**config.mk**
```make
export PLATFORM = sky130hd
export DESIGN_NAME = call_stack_ctrl
export DESIGN_NICKNAME = d
export VERILOG_FILES = /design/src/rtl/cpu_pkg.sv /design/src/rtl/call_stack_ctrl.sv
export SDC_FILE = /design/constraint.sdc
export NUM_CORES = 1
export LEC_CHECK = 0
export ABC_AREA = 1
export CAP_MARGIN = 20
export CORE_UTILIZATION = 44
export CTS_CLUSTER_DIAMETER = 40
export DETAILED_ROUTE_END_ITERATION = 8
export GPL_TIMING_DRIVEN = 0
export PLACE_DENSITY = 0.84
export SETUP_SLACK_MARGIN = 0.02
export SKIP_LAST_GASP = 1
export SYNTH_ARGS = -nofsm -noshare
export SYNTH_HDL_FRONTEND = slang
export SYNTH_SLANG_ARGS = --single-unit
```
**constraint.sdc**
```tcl
create_clock -name clk -period 1.7 [get_ports clk]
set_clock_uncertainty 0.1 [all_clocks]
set_input_delay 0.17 -clock clk [delete_from_list [all_inputs] [get_ports clk]]
set_output_delay 0.17 -clock clk [all_outputs]
set_load 0.01 [all_outputs]
```
**src/rtl/cpu_pkg.sv**
```systemverilog
// Shared CPU definitions used by the call/return stack sequencer.
// Contents: PC/flags widths, depth counter width, default stack depth and
// interrupt vector, the operation and FSM-state enums.
package cpu_pkg;

  localparam int unsigned PC_W    = 9;
  localparam int unsigned FLAGS_W = 4;
  localparam int unsigned DEPTH_W = 3;

  localparam int unsigned   DEFAULT_DEPTH   = 5;
  localparam logic [PC_W-1:0] DEFAULT_IRQ_VEC = 9'h1F0;

  typedef enum logic [2:0] {
    OP_NONE,
    OP_CALL,
    OP_RET,
    OP_RETI,
    OP_IRQ
  } op_t;

  typedef enum logic [1:0] {
    S_IDLE,
    S_EXEC,
    S_ACK
  } state_t;

endpackage

```
**src/rtl/call_stack_ctrl.sv**
```systemverilog
// call_stack_ctrl: sequences the return-address/flags stack for CALL, RET,
// RETI and interrupt entry, arbitrating decoder requests against the IRQ line.
//
// Ports:
//   clk, rst                       clock, synchronous active-high reset
//   call_req/ret_req/reti_req      decoder requests, held until done
//   irq_req                        level interrupt, sampled only in IDLE
//   call_target, cur_pc, cur_flags request operands
//   stk_pc, stk_flags              combinational stack top
//   push_en/pop_en, push_pc/flags  stack strobes and write data
//   pc_load/pc_next                PC reload
//   flags_load/flags_next          flags reload
//   busy, done, irq_ack            handshake / status pulses
//   irq_active, depth              ISR state, entries in use
//   overflow, underflow            sticky error flags (cleared by rst only)
//
// Build option: NESTED_IRQ_EN allows interrupts inside an ISR and tracks the
// nesting with a 3-bit level counter; otherwise irq_req is masked in an ISR.
//
// Timing: request sampled in IDLE (cycle T), strobes registered for T+1
// (EXEC), done in T+2 (ACK), new request accepted from T+3.
module call_stack_ctrl
  import cpu_pkg::*;
#(
  parameter int unsigned      DEPTH   = DEFAULT_DEPTH,
  parameter logic [PC_W-1:0]  IRQ_VEC = DEFAULT_IRQ_VEC
) (
  input  logic                clk,
  input  logic                rst,
  input  logic                call_req,
  input  logic                ret_req,
  input  logic                reti_req,
  input  logic                irq_req,
  input  logic [PC_W-1:0]     call_target,
  input  logic [PC_W-1:0]     cur_pc,
  input  logic [FLAGS_W-1:0]  cur_flags,
  input  logic [PC_W-1:0]     stk_pc,
  input  logic [FLAGS_W-1:0]  stk_flags,
  output logic                push_en,
  output logic                pop_en,
  output logic [PC_W-1:0]     push_pc,
  output logic [FLAGS_W-1:0]  push_flags,
  output logic                pc_load,
  output logic [PC_W-1:0]     pc_next,
  output logic                flags_load,
  output logic [FLAGS_W-1:0]  flags_next,
  output logic                busy,
  output logic                done,
  output logic                irq_ack,
  output logic                irq_active,
  output logic [DEPTH_W-1:0]  depth,
  output logic                overflow,
  output logic                underflow
);

  state_t state, state_next;
  op_t    op, win_op;
  logic   irq_ok;
  logic   full, empty;

  logic                push_en_d, pop_en_d, pc_load_d, flags_load_d;
  logic                busy_d, done_d, irq_ack_d;
  logic [PC_W-1:0]     push_pc_d, pc_next_d;
  logic [FLAGS_W-1:0]  push_flags_d, flags_next_d;
  logic [DEPTH_W-1:0]  depth_next;
  logic                overflow_next, underflow_next, irq_active_next;

  assign full  = (depth == DEPTH_W'(DEPTH));
  assign empty = (depth == DEPTH_W'(0));

`ifdef NESTED_IRQ_EN
  logic [2:0] irq_level, irq_level_next;

  // Interrupts nest; only a saturated level counter blocks another entry.
  assign irq_ok = irq_req && (irq_level != 3'd7);

  // Level counts ISRs actually entered/left (suppressed ops do not count).
  always_comb begin
    irq_level_next = irq_level;
    if (state == S_EXEC) begin
      if (op == OP_IRQ && push_en)
        irq_level_next = irq_level + 3'd1;
      else if (op == OP_RETI && pop_en && irq_level != 3'd0)
        irq_level_next = irq_level - 3'd1;
    end
  end

  assign irq_active_next = (irq_level_next != 3'd0);

  always_ff @(posedge clk) begin
    if (rst) irq_level <= 3'd0;
    else     irq_level <= irq_level_next;
  end
`else
  // Single-level ISR: further interrupts wait until RETI.
  assign irq_ok = irq_req && !irq_active;

  always_comb begin
    irq_active_next = irq_active;
    if (state == S_EXEC) begin
      if (op == OP_IRQ && push_en)
        irq_active_next = 1'b1;
      else if (op == OP_RETI && pop_en)
        irq_active_next = 1'b0;
    end
  end
`endif

  // Fixed-priority arbiter: irq > reti > ret > call.
  always_comb begin
    win_op = OP_NONE;
    if (irq_ok)        win_op = OP_IRQ;
    else if (reti_req) win_op = OP_RETI;
    else if (ret_req)  win_op = OP_RET;
    else if (call_req) win_op = OP_CALL;
  end

  // State register.
  always_ff @(posedge clk) begin
    if (rst) begin
      state <= S_IDLE;
      op    <= OP_NONE;
    end else begin
      state <= state_next;
      if (state == S_IDLE) op <= win_op;
    end
  end

  // Next-state logic.
  always_comb begin
    state_next = state;
    case (state)
      S_IDLE:  if (win_op != OP_NONE) state_next = S_EXEC;
      S_EXEC:  state_next = S_ACK;
      S_ACK:   state_next = S_IDLE;
      default: state_next = S_IDLE;
    endcase
  end

  // Output logic: values registered so they appear in the following cycle.
  // EXEC-cycle strobes are therefore decided while still in IDLE; the stack
  // top and request operands are stable across both cycles.
  always_comb begin
    push_en_d    = 1'b0;
    pop_en_d     = 1'b0;
    pc_load_d    = 1'b0;
    flags_load_d = 1'b0;
    irq_ack_d    = 1'b0;
    push_pc_d    = push_pc;
    push_flags_d = push_flags;
    pc_next_d    = pc_next;
    flags_next_d = flags_next;
    busy_d       = (state_next != S_IDLE);
    done_d       = (state == S_EXEC);

    if (state == S_IDLE) begin
      case (win_op)
        OP_CALL: if (!full) begin
          push_en_d    = 1'b1;
          push_pc_d    = cur_pc;
          push_flags_d = cur_flags;
          pc_load_d    = 1'b1;
          pc_next_d    = call_target;
        end
        OP_IRQ: if (!full) begin
          // Stack stores in_pc+1, so push cur_pc-1 to resume at cur_pc.
          push_en_d    = 1'b1;
          push_pc_d    = cur_pc - PC_W'(1);
          push_flags_d = cur_flags;
          pc_load_d    = 1'b1;
          pc_next_d    = IRQ_VEC;
          irq_ack_d    = 1'b1;
        end
        OP_RET: if (!empty) begin
          pop_en_d  = 1'b1;
          pc_load_d = 1'b1;
          pc_next_d = stk_pc;
        end
        OP_RETI: if (!empty) begin
          pop_en_d     = 1'b1;
          pc_load_d    = 1'b1;
          pc_next_d    = stk_pc;
          flags_load_d = 1'b1;
          flags_next_d = stk_flags;
        end
        default: ;
      endcase
    end
  end

  // Depth and sticky errors resolve during EXEC from the latched op.
  always_comb begin
    depth_next     = depth;
    overflow_next  = overflow;
    underflow_next = underflow;
    if (state == S_EXEC) begin
      if (push_en)
        depth_next = depth + DEPTH_W'(1);
      else if (pop_en)
        depth_next = depth - DEPTH_W'(1);
      if ((op == OP_CALL || op == OP_IRQ) && !push_en)
        overflow_next = 1'b1;
      if ((op == OP_RET || op == OP_RETI) && !pop_en)
        underflow_next = 1'b1;
    end
  end

  // Output and bookkeeping registers.
  always_ff @(posedge clk) begin
    if (rst) begin
      push_en    <= 1'b0;
      pop_en     <= 1'b0;
      pc_load    <= 1'b0;
      flags_load <= 1'b0;
      irq_ack    <= 1'b0;
      busy       <= 1'b0;
      done       <= 1'b0;
      push_pc    <= '0;
      push_flags <= '0;
      pc_next    <= '0;
      flags_next <= '0;
      depth      <= '0;
      overflow   <= 1'b0;
      underflow  <= 1'b0;
      irq_active <= 1'b0;
    end else begin
      push_en    <= push_en_d;
      pop_en     <= pop_en_d;
      pc_load    <= pc_load_d;
      flags_load <= flags_load_d;
      irq_ack    <= irq_ack_d;
      busy       <= busy_d;
      done       <= done_d;
      push_pc    <= push_pc_d;
      push_flags <= push_flags_d;
      pc_next    <= pc_next_d;
      flags_next <= flags_next_d;
      depth      <= depth_next;
      overflow   <= overflow_next;
      underflow  <= underflow_next;
      irq_active <= irq_active_next;
    end
  end

endmodule

```
==> results of run 1 <==
==> layer usage <==
layer | global-route usage | up-vias | routed length [um]
met5 | 0 | - | 0
li1 | - | 1122 | -
met4 | 0.06444 | 0 | 59
met3 | 0.06980 | 8 | 371
met1 | 0.2547 | 996 | 2246
met2 | 0.3786 | 72 | 2450
==> placed cells by master (no fill, tap or decap), drive strengths merged <==
cell / n
clkinv: 1
dfxtp: 43
fa: 1
a31oi: 1
nor2: 61
and3: 1
nand3b: 4
o21ai: 25
a21oi: 16
nand4: 4
xnor2: 1
ha: 1
clkdlybuf4s50: 79
inv: 47
buf: 6
clkbuf: 8
nor3b: 1
nor3: 4
nand3: 22
nand2: 61
xor2: 1
a211oi: 2
==> repair_timing <==
item                       in CTS  in global routing
buffers inserted                0                  0
setup endpoints to repair       1                  2
cloned                          0                  0
resized for setup               1                  2
==> flip-flops by register name, summed over array words and instances, names as in the netlist <==
| register | count |
|---|---|
| busy | 1 |
| push_en | 1 |
| irq_active | 1 |
| pop_en | 1 |
| pc_next | 9 |
| overflow | 1 |
| state | 2 |
| flags_load | 1 |
| push_pc | 9 |
| depth | 3 |
| flags_next | 4 |
| op | 3 |
| underflow | 1 |
| push_flags | 4 |
| pc_load | 1 |
| irq_ack | 1 |
==> final timing paths <==
kind	from	slack [ps]	end
worst min-delay path	overflow	350	overflow
worst min register to register	overflow	350	overflow
worst max-delay path	push_en	80	depth[2]
worst max register to register	push_en	80	depth[2]
==> per-stage QoR <==
stage / hold WS, ps / setup TNS, ps
6_report: 352.6 / 0
5_1_grt: 387.3 / 0
4_1_cts: 355.4 / 0
3_5_place_dp: 343.6 / -2252
3_3_place_gp: 338.8 / -1456
2_1_floorplan: 204.9 / 0
==> cells in the mapped netlist <==
master | instances | area, sq um
inv_1 | 45 | 168.9
a211oi_1 | 2 | 15.01
nand3_1 | 22 | 110.1
xnor2_1 | 1 | 8.760
and3_1 | 1 | 6.260
o21ai_0 | 24 | 120.1
nor2_1 | 57 | 214.0
nand4_1 | 4 | 25.02
nand3b_1 | 4 | 30.03
a31oi_1 | 1 | 6.260
nand2_4 | 2 | 22.52
nand2_1 | 58 | 217.7
buf_2 | 4 | 20.02
nand2_2 | 1 | 6.260
ha_1 | 1 | 12.51
xor2_1 | 1 | 8.760
nor3b_1 | 1 | 7.510
buf_6 | 2 | 22.52
nor2_4 | 4 | 45.04
dfxtp_1 | 43 | 860.8
a21oi_1 | 16 | 80.08
nor3_1 | 4 | 20.02
fa_1 | 1 | 20.02
clkbuf_1 | 2 | 7.510
o21ai_1 | 1 | 5.000
inv_2 | 2 | 7.510
==> cell families (layout without fill, tap and decap cells) <==
logic type	Yosys count	in the layout	share of synthesized area
AND/OR/NAND/NOR	158	158	0.3406
buffers and inverters	55	141	0.1095
AO/OA/AOI/OAI	44	44	0.1095
flip-flops	43	43	0.4162
adder cells (fa/ha/maj)	2	2	0.01573
XOR/XNOR	2	2	0.008471
==> critical path, delay by kind of cell, from the launching register on <==
| family | cells | cell delay [ps] |
|---|---|---|
| flops | 1 | 370 |
| compound gates | 2 | 270 |
| xor+xnor | 1 | 160 |
| fa+ha+maj | 1 | 430 |
| buf+inv | 1 | 90 |
| simple gates | 1 | 100 |
==> power breakdown <==
group	switching (uW)	internal (uW)	leakage [uW]
registers	49.4	1100	0.000355
logic	311	330	0.000964
clock network	333	319	0.0000470
total	694	1750	0.00137
==> layout make-up <==
class                   count  share of cell area
inverters                  47             0.05848
well taps                  52             0.02157
multi-input cells         206              0.3260
clock buffers               6             0.02737
repair buffers             79              0.2621
clock inverters             1            0.001659
flip-flops and latches     43              0.2862
plain buffers               8             0.01659
==> results.toml, run 1 <==
[critical_path]
worst-setup-path-type = "register to register"
required_ps = 1780
reg2regPathDepth = 6
cp-start-kind = "register"
cp_slowest_cell = "fa_1"
worstPathCellList = "inv_1 > fa_1 > xnor2_1 > nand2_1 > o21ai_0 > a21oi_1"
slowest_delay_ps = 430
worstPathArrival_ps = 1700
critPathMaxFanout = 4
end_kind = "register"

[cts]
tritoncts = "yes"
cts_max_level = 2
clockRootBuffer = "clkbuf_8"
cts-buffers-inserted = 5
clkTransAtPathRegs_ps = 70
clock_latency_ps = 290
cts.sinks = 43
hold_buffers = 0
clock_path_buffers = 2

[timing]
max_slew_margin = 0.7138
timing.fmax_ghz = 0.6173
period_needed_ps = 1620
fin_crit_sh = 0.9530
setup_violations = 0
drv_slew = 0
hold_viol_final = 0
worstMarginPinSlew_ps = 429.3
setup_ws_ps = 79.93
rsz0062_at_grt = "false"

[place]
portBuffers = 79
pre_cts_ws_ps = -196.6
placed_area_sq_um = 2924
place_hpwl_um = 3856
placedCellCount = 435
place_congestion = 0.8493

[synth]
ys_types = 26
netlist_area_sq_um = 2068
ys_seq_area_frac = 0.4162
yosysWarnings = 0
ys_seq_elements = 43
avgSynthCellArea_sq_um = 6.803
syn-num-nets = 347
synthCells = 304

[pwr]
finalPower_uw = 2439
irDropWorstVdd_mv = 0.4846
cellPowerDensity_nw_per_um2 = 808.6
leakagePower_uw = 0.001366

[hold_path]
worstHoldPathType = "register to register"
hold_depth = 2

[outcome]
violations = "design-rule violations"
status = "finished, violations left"

[finish]
utilization = 0.6788
seq_area_sq_um = 863.3
multi_input_area_sq_um = 983.4
layout-drive-gt1-share = 0.06410
nFillCells = 381
nets = 433
fin_area_sq_um = 3017
n_antenna_cell = 0
final_cell_count_no_fill = 442
syn_to_final_growth_pct = 45.86

[run]
timing.max_cap.violations = 0

[global_routing]
grt_start_max_net_pins = 13
grt_pass1_vias = 1983
grt_overflow = 0
track_usage = 0.2165
grt_pass1_wl_um = 8604
antenna_found_initial = 0

[floorplanning]
io_pins = 80
die_x_um = 70.56
dieArea_sq_um = 4979
core_sq_um = 4444
row_count = 24
initial_core_util = 0.4654
die_y_um = 70.56

[drt]
postRouteAntennaNets = 0
vias = 2198
wire_per_inst_um = 11.60
first_pass_iters = 6
drc_errors = 8
drt-initial-drc-count = 131
routed_wl_um = 5128
vias_per_cell = 4.973
Power figures use the tool's default switching activity.
==> run 2, diff against run 1 <==
CORE_MARGIN = 5   (was unset)
MAX_ROUTING_LAYER = met4   (was unset)
SLEW_MARGIN = 10   (was unset)
==> run 2 against run 1 <==
Compared with the run above:
- the flow now finishes without violations
- global-route usage down 4.0 points
- total power down 0.45%
- sequential cell count unchanged
- highest routed layer unchanged
- largest power group unchanged
- final cell count up 0.45%
- worst hold slack better by 0.68 ps
- sequential power about the same
- count of clock-buffer cells in the layout unchanged
- via count down 3.9%
- first-iteration DRC count down 17%
- register-to-register slack better by 30 ps
- die area up 24%
==> results.toml, run 2 (synthesized netlist as in run 1, its figures left out) <==
[outcome]
status = "finished clean"

[drt]
vias = 2113
wl_met3_um = 315
met1_length_um = 2326
top_layer = "met4"
first_pass_iters = 4
routed_wl_um = 5241
drc_errors = 0
wire_per_inst_um = 11.80
vias_per_cell = 4.759
routed-wl-met2_um = 2551
postRouteAntennaNets = 0
drt-initial-drc-count = 109

[cts]
tritoncts = "yes"
clockRootBuffer = "clkbuf_8"
clock_latency_ps = 290
cts-buffers-inserted = 5
cts.sinks = 43
hold_buffers = 0
cts_max_level = 2
clkTransAtPathRegs_ps = 80
clock_path_buffers = 2

[timing]
finalHoldWorstSlack_ps = 353.3
drv_slew = 0
period_needed_ps = 1594
setup_violations = 0
setup_ws_ps = 106.1
rsz0062_at_grt = "true"
worstMarginPinSlew_ps = 408.2
max_slew_margin = 0.7278
setup_tns_ps = 0
hold_viol_final = 0
timing.fmax_ghz = 0.6274
fin_crit_sh = 0.9376

[finish]
reg_top3 = "pc_next (9), push_pc (9)"
syn_to_final_growth_pct = 45.98
final_cell_count_no_fill = 444
fin_area_sq_um = 3019
n_antenna_cell = 0
layout-drive-gt1-share = 0.06410
final_common_cell = "clkdlybuf4s50_1"
final_cell_mix = "clkdlybuf4s50_1 (79), nand2_1 (58), nor2_1 (56)"
nets = 433

[global_routing]
grt_start_max_net_pins = 13
grt_overflow = 0
antenna_found_initial = 0
grt_pass1_wl_um = 8500
track_usage = 0.1762
grt_pass1_vias = 1947

[floorplanning]
core_sq_um = 4629
initial_core_util = 0.4468
die_y_um = 78.56
row_count = 25
dieArea_sq_um = 6172
io_pins = 80
die_x_um = 78.56

[place]
placed_area_sq_um = 2927
placedCellCount = 437
portBuffers = 79
pre_cts_ws_ps = -141.1
place_hpwl_um = 4090
place_congestion = 0.8864

[critical_path]
cp-start-kind = "register"
path_delay_family = "buffers and inverters"
critPathMaxFanout = 4
worstPathArrival_ps = 1320
end_kind = "output port"
reg2regPathDepth = 6
required_ps = 1430
worst-setup-path-type = "register to output port"
slowest_delay_ps = 580
cp_slowest_cell = "clkdlybuf4s50_1"
cp.depth = 1
critPathLaunch = "irq_active"
worst-path-buf-inv = 1
timing.rr.start = "push_en"
worstPathCellList = "clkdlybuf4s50_1"

[pwr]
cellPowerDensity_nw_per_um2 = 804.3
irDropWorstVdd_mv = 0.4338
leakagePower_uw = 0.001366

[hold_path]
hold_depth = 2
min-delay-start = "overflow"
worstHoldPathType = "register to register"

[run]
timing.max_cap.violations = 0
## run 2: cell counts in the layout (fill, tap and decap cells not counted)
Identical to the previous run, type by type.
## run 2: what timing repair did
action,4_1_cts,5_1_grt
endpoints found under the setup margin,0,6
resized for setup,0,3
buffers inserted,0,0
## run 2: through the flow
stage,utilization,power (uW)
6_report,0.6522,2428
5_1_grt,0.6522,2571
4_1_cts,0.6511,2446
3_5_place_dp,0.6322,1812
3_3_place_gp,0.6322,1798
2_1_floorplan,-,1486
## run 2: worst register-to-register path: stages, from the launching register on
cell and delay [ps]:
dfxtp_2 370, inv_1 90, fa_1 450, xnor2_1 180
nand2_1 90, o21ai_0 150, a21oi_1 50
## run 2: power by group
group / internal, uW / switching, uW
Combinational: 330 / 312
Clock: 319 / 322
Sequential: 1100 / 48.7
## run 2: routing by layer
layer,vias up,GRT usage
met5,-,-
met4,0,0.04196
met3,6,0.05046
met2,51,0.3098
met1,933,0.1967
li1,1123,-
## run 2: layout make-up
type                       instances  area, sq um
fill                             435         1610
multi-input combinational        206        983.4
sequential                        43        863.3
timing repair buffer              79        790.8
inverter                          47        176.4
clock buffer                       6        82.58
tap                               54        67.56
buffer                             8        50.05
clock inverter                     1        5.005
## run 2: path summary, 6_finish.rpt
kind | end | slack [ps]
worst min-delay path | overflow | 350
worst max register to register | depth[2] | 110
worst min register to register | overflow | 350
worst max-delay path | irq_active | 110
